**src/rtl/instr_sequencer.sv**
```systemverilog
// Program sequencer: owns the PC, fetches 16-bit instructions over a
// req/ack handshake, resolves jumps and conditional squashing from the
// latched CMP flags, issues one instruction at a time to the decoder and
// stalls until the ALU or memory unit reports completion.
// Optional macro SEQ_TIMEOUT_EN bounds every wait with an 8-bit counter and
// halts with error=1 when TIMEOUT waiting cycles pass without ack/done.
module instr_sequencer #(
    parameter int                ADDR_W     = 10,
    parameter logic [ADDR_W-1:0] START_ADDR = '0,
    parameter int                TIMEOUT    = 255
) (
    input  logic              clk,
    input  logic              rst_n,
    input  logic              start,
    output logic              instr_req,
    output logic [ADDR_W-1:0] instr_addr,
    input  logic              instr_ack,
    input  logic [15:0]       instr_data,
    output logic [15:0]       dec_instr,
    output logic              dec_valid,
    input  logic              alu_done,
    input  logic              mem_done,
    input  logic              zero_in,
    input  logic              gt_in,
    output logic [ADDR_W-1:0] pc,
    output logic              running,
    output logic              done,
    output logic              error
);

    localparam logic [15:0] NOP_WORD = 16'h000D;

    typedef enum logic [2:0] {
        S_IDLE,
        S_FETCH,
        S_DISPATCH,
        S_WAIT_ALU,
        S_WAIT_MEM,
        S_HALT
    } state_t;

    state_t            state, state_next;
    logic [ADDR_W-1:0] pc_reg, pc_next;
    logic [15:0]       ir_reg, ir_next;
    logic [15:0]       dec_hold_reg, dec_hold_next;
    logic              done_reg, done_next;
    logic              zf_reg, zf_next;
    logic              gf_reg, gf_next;
    logic              issue;
    logic [15:0]       issue_word;
    logic              timeout_hit;

    // Decode fields of the latched instruction
    logic [3:0]        op;
    logic [1:0]        cond;
    logic [ADDR_W-1:0] target;
    logic [ADDR_W-1:0] pc_inc;
    logic              cond_true;
    logic              is_cond_op;

    assign op         = ir_reg[3:0];
    assign cond       = ir_reg[15:14];
    assign target     = ADDR_W'(ir_reg[13:4]);
    assign pc_inc     = pc_reg + ADDR_W'(1);
    assign is_cond_op = (op >= 4'd1) && (op <= 4'd8);

    // Condition evaluation from the persistent CMP flags
    always_comb begin
        cond_true = 1'b1;
        case (cond)
            2'b00:   cond_true = zf_reg;
            2'b01:   cond_true = gf_reg;
            2'b10:   cond_true = 1'b1;
            default: cond_true = !zf_reg;
        endcase
    end

    // State and datapath registers
    always_ff @(posedge clk or negedge rst_n) begin
        if (!rst_n) begin
            state        <= S_IDLE;
            pc_reg       <= '0;
            ir_reg       <= NOP_WORD;
            dec_hold_reg <= NOP_WORD;
            done_reg     <= 1'b0;
            zf_reg       <= 1'b0;
            gf_reg       <= 1'b0;
        end else begin
            state        <= state_next;
            pc_reg       <= pc_next;
            ir_reg       <= ir_next;
            dec_hold_reg <= dec_hold_next;
            done_reg     <= done_next;
            zf_reg       <= zf_next;
            gf_reg       <= gf_next;
        end
    end

    // Next-state, datapath updates and issue decision
    always_comb begin
        state_next    = state;
        pc_next       = pc_reg;
        ir_next       = ir_reg;
        done_next     = done_reg;
        zf_next       = zf_reg;
        gf_next       = gf_reg;
        issue         = 1'b0;
        issue_word    = NOP_WORD;
        case (state)
            S_IDLE, S_HALT: begin
                if (start) begin
                    pc_next    = START_ADDR;
                    done_next  = 1'b0;
                    state_next = S_FETCH;
                end
            end
            S_FETCH: begin
                if (instr_ack) begin
                    ir_next    = instr_data;
                    state_next = S_DISPATCH;
                end else if (timeout_hit) begin
                    done_next  = 1'b0;
                    state_next = S_HALT;
                end
            end
            S_DISPATCH: begin
                if (op == 4'd1) begin
                    // Jumps are resolved here and never reach the decoder
                    pc_next    = cond_true ? target : pc_inc;
                    state_next = S_FETCH;
                end else if (is_cond_op && !cond_true) begin
                    // Squashed op: decoder sees a NOP, no completion to wait for
                    issue      = 1'b1;
                    pc_next    = pc_inc;
                    state_next = S_FETCH;
                end else begin
                    issue      = 1'b1;
                    issue_word = ir_reg;
                    case (op)
                        4'd14: begin
                            done_next  = 1'b1;
                            state_next = S_HALT;
                        end
                        4'd4, 4'd5: begin
                            pc_next    = pc_inc;
                            state_next = S_WAIT_MEM;
                        end
                        4'd8, 4'd13, 4'd15: begin
                            pc_next    = pc_inc;
                            state_next = S_FETCH;
                        end
                        default: begin
                            pc_next    = pc_inc;
                            state_next = S_WAIT_ALU;
                        end
                    endcase
                end
            end
            S_WAIT_ALU: begin
                if (alu_done) begin
                    state_next = S_FETCH;
                    if (op == 4'd0) begin
                        zf_next = zero_in;
                        gf_next = gt_in;
                    end
                end else if (timeout_hit) begin
                    done_next  = 1'b0;
                    state_next = S_HALT;
                end
            end
            S_WAIT_MEM: begin
                if (mem_done) begin
                    state_next = S_FETCH;
                end else if (timeout_hit) begin
                    done_next  = 1'b0;
                    state_next = S_HALT;
                end
            end
            default: state_next = S_IDLE;
        endcase
        dec_hold_next = issue ? issue_word : dec_hold_reg;
    end

`ifdef SEQ_TIMEOUT_EN
    logic [7:0] wait_cnt_reg;
    logic       error_reg;
    logic       waiting;
    logic       restart;

    assign waiting = ((state == S_FETCH)    && !instr_ack) ||
                     ((state == S_WAIT_ALU) && !alu_done)  ||
                     ((state == S_WAIT_MEM) && !mem_done);
    assign restart = ((state == S_IDLE) || (state == S_HALT)) && start;
    assign timeout_hit = waiting && (wait_cnt_reg == 8'(TIMEOUT - 1));

    // Wait counter restarts on every state change, counts cycles spent waiting
    always_ff @(posedge clk or negedge rst_n) begin
        if (!rst_n) begin
            wait_cnt_reg <= '0;
        end else if (state_next != state) begin
            wait_cnt_reg <= '0;
        end else if (waiting) begin
            wait_cnt_reg <= wait_cnt_reg + 8'd1;
        end
    end

    // Sticky timeout flag, cleared only by a new start or reset
    always_ff @(posedge clk or negedge rst_n) begin
        if (!rst_n) begin
            error_reg <= 1'b0;
        end else if (restart) begin
            error_reg <= 1'b0;
        end else if (timeout_hit) begin
            error_reg <= 1'b1;
        end
    end

    assign error = error_reg;
`else
    logic unused_timeout;
    assign unused_timeout = (TIMEOUT != 0);
    assign timeout_hit    = 1'b0;
    assign error          = 1'b0;
`endif

    assign instr_req  = (state == S_FETCH);
    assign instr_addr = pc_reg;
    assign pc         = pc_reg;
    assign dec_valid  = issue;
    assign dec_instr  = issue ? issue_word : dec_hold_reg;
    assign running    = (state != S_IDLE) && (state != S_HALT);
    assign done       = done_reg;

endmodule

```
**config.mk**
```make
export PLATFORM = sky130hd
export DESIGN_NAME = instr_sequencer
export DESIGN_NICKNAME = d
export VERILOG_FILES = /design/src/rtl/instr_sequencer.sv
export SDC_FILE = /design/constraint.sdc
export NUM_CORES = 1
export LEC_CHECK = 0
export CORE_MARGIN = 4
export CORE_UTILIZATION = 30
export DETAILED_ROUTE_END_ITERATION = 6
export GPL_TIMING_DRIVEN = 0
export PLACE_DENSITY_LB_ADDON = 0.08
export REMOVE_ABC_BUFFERS = 1
export SLEW_MARGIN = 20
export SYNTH_ARGS = -nofsm -noshare
export SYNTH_HDL_FRONTEND = slang
export SYNTH_SLANG_ARGS = --single-unit
```
**constraint.sdc**
```tcl
create_clock -name clk -period 4.8 [get_ports clk]
set_clock_uncertainty 0.1 [all_clocks]
set_input_delay 0.48 -clock clk [delete_from_list [all_inputs] [get_ports clk]]
set_output_delay 0.48 -clock clk [all_outputs]
set_load 0.01 [all_outputs]
```
==> impl_results.md <==
- Status: complete, no violations
- Initial Util: 0.315
- DRT iter0 DRCs: 45
- Slowest stage cell, crit path: a31oi_1
- CTS-repair resized insts: 0
- Worst-path maximum fanout: 12
- Placer Congestion: 0.785
- Top cells by area, synth: dfrtp_1 40%, mux2_2 7.7%, dfstp_2 6.0%, nand2_1 4.8%, mux2i_1 4.2%
- Register area: 0.00121 mm²
- Max-cap viol count: 0
- Htree depth: 2
- # port buffers: 63
- Critical Path Start Type: flop
- Ys async rst share: 1.00
- Max-slew violation count: 0
- Synthesized area: 0.00264 mm²
- Design Area, Final: 0.00333 mm²
- First-pass GRT wire length: 11200 µm
- Worst vdd ir: 306 µV
- Clk pin slew, worst setup/hold paths: 0.10 ns
- FF-to-FF path depth: 4
- Die W: 102 µm
- Ys flop type: dfrtp_1
- Tcrit/Tclk final: 0.765
- Cells after synthesis: 262
- Crit end category: output pin
- Multi-input gate area: 0.00120 mm²
- Synth-to-layout area growth: 26.0%
- # DRC: 0
- Later-pin clock latency in the skew report: 0.30 ns
- Distinct cell type count after synthesis: 54
- Setup TNS: 0 ns
- Setup Viol. Count Final: 0
- WL/cell: 16.3 µm
- Hold Vio Cnt, Final: 0
- Total iterations of the first detailed-routing run: 4
- Via/cell ratio: 5.13
- Fraction of layout cells with a size suffix above 1: 0.153
- Leakage: 1.34 nW
- Nets: 331
- Worst slack at placement: 1.40 ns
- Type of the most critical hold path: in2async
- Post-Route Utilization: 0.397
- Clk sinks: 48
- Sequential-to-total area share from yosys stat: 0.458
- Req. time, crit path: 4.22 ns
- Initial antenna violation count: 0
- Worst Max-Slew Pin Slew: 1.03 ns
- Post-DP HPWL: 4780 µm
- Max Clk Rate: 272 MHz
- Vias: 2115
- PwrDens: 593 mW/mm²
- GRT Util Overall: 0.136
- Number of synthesized flops with an enable pin: 0
- Syn avg cell area: 10.1 µm²
- Hold Buf Count CTS: 0
- Unrepaired setup endpoints after global routing: false
- Yosys warns: 0
- Core footprint: 0.00838 mm²
- Yosys reg bits: 48
- Fillers: 861
- Io pins: 65
- Die H: 102 µm
- CTS tree: yes
- Pin count of the biggest net entering global routing: 49
- Worst path max stage delay: 0.64 ns
- Count leader, synth: dfrtp_1
- WP data arrival: 3.09 ns
- Final WS setup: 1.13 ns
- Setup bufs post-CTS: 0
- Synth cell count leaders: 42 x dfrtp_1, 34 x nand2_1, 18 x mux2_2, 16 x nor2_1, 12 x o31ai_1
- Clock buffer count from CTS: 5
- Clock period minus final worst setup slack: 3.67 ns
- Gr ovfl total: 0
- Crit path kind: reg2out
- ANT cells: 0
- Yosys top cell by area: dfrtp_1
- CTS Buffer Depth: 2
- Number of global-route vias before repair: 2131
- Final ANT Viol Nets: 0
- Synth top area share: 0.398
- FP Rows: 33
- Die ar.: 0.0104 mm²
- Placed Area: 0.00323 mm²
- CTS root buf: clkbuf_8
- Routed WL: 6730 µm
- Relative slew slack: 0.312
- Crit path cell chain: nand2b_1 > a31oi_1 > nor2_1 > o31ai_1 > clkdlybuf4s50_1
-- power breakdown --
| part | leakage (nW) | internal (W) | switching, W |
|---|---|---|---|
| logic | 0.700 | 0.000497 | 0.000449 |
| clock network | 0.0434 | 0.000117 | 0.000146 |
| registers | 0.599 | 0.000588 | 0.000178 |
-- metrics by stage --
stage / hold WS [ns] / power (W) / cells
global route: 0.132 / 0.00214 / 412
global placement: 0.367 / 0.00170 / 401
floorplan: 0.0844 / 0.00126 / 233
detailed placement: 0.370 / 0.00174 / 404
finish: 0.0742 / 0.00197 / 412
CTS: 0.113 / 0.00201 / 412
-- kinds of logic after synthesis --
| logic type | after synthesis | synth area share |
|---|---|---|
| simple gates | 88 | 0.166 |
| compound gates | 55 | 0.156 |
| flops | 48 | 0.458 |
| buf+inv | 39 | 0.0924 |
| mux | 29 | 0.118 |
| fa+ha+maj | 1 | 0.00474 |
| other cells | 1 | 0.00142 |
| xor+xnor | 1 | 0.00332 |
-- layout by cell type (no fill, tap or decap), types with 2 or more instances in the layout --
master and count:
clkinvlp_4 2, a211oi_1 3, o211ai_1 2, o22ai_1 7, clkbuf_8 6, dfstp_2 6, nand2_1 34, o21ai_0 7
a311o_1 2, clkdlybuf4s50_1 62, nor2_1 16, inv_1 10, o31ai_1 12, mux2i_1 11, nor4_1 3, mux2_2 18
a221oi_1 2, nand2b_1 2, or2_2 4, a32oi_1 7, and2_1 2, nand3_1 5, buf_4 3, nand4_1 2
nor3_1 4, or3_1 3, a22oi_1 2, dfrtp_1 42, nor2b_1 4
-- critical path, delay by kind of cell (launching register included) --
family	cells	cell delay, ns
AO/OA/AOI/OAI	2	1.12
buffers and inverters	1	0.62
flip-flops	1	0.42
AND/OR/NAND/NOR	2	0.64
-- cell type report --
type | instances | share of cell area
flip-flops and latches | 48 | 0.363
multi-input cells | 175 | 0.360
repair buffers | 66 | 0.197
well taps | 105 | 0.0395
clock buffers | 6 | 0.0248
inverters | 10 | 0.0113
clock inverters | 2 | 0.00451
-- path summary, 6_finish.rpt --
kind | from | slack [ns] | end
setup / recovery | ir_reg[15] | 1.13 | dec_instr[13]
hold / removal | rst_n | 0.07 | dec_hold_reg[8]
setup reg to reg | ir_reg[1] | 2.32 | dec_hold_reg[13]
hold reg to reg | dec_hold_reg[14] | 0.39 | dec_hold_reg[14]
max in group asynchronous | rst_n | 4.09 | ir_reg[1]
min in group clk | dec_hold_reg[14] | 0.39 | dec_hold_reg[14]
-- per-layer routing --
layer / part of all wire / GRT usage
met1: 0.47 / 0.194
met2: 0.47 / 0.219
met3: 0.050 / 0.0273
met4: 0.0040 / 0.0242
met5: 0 / 0
Power figures use the tool's default switching activity.
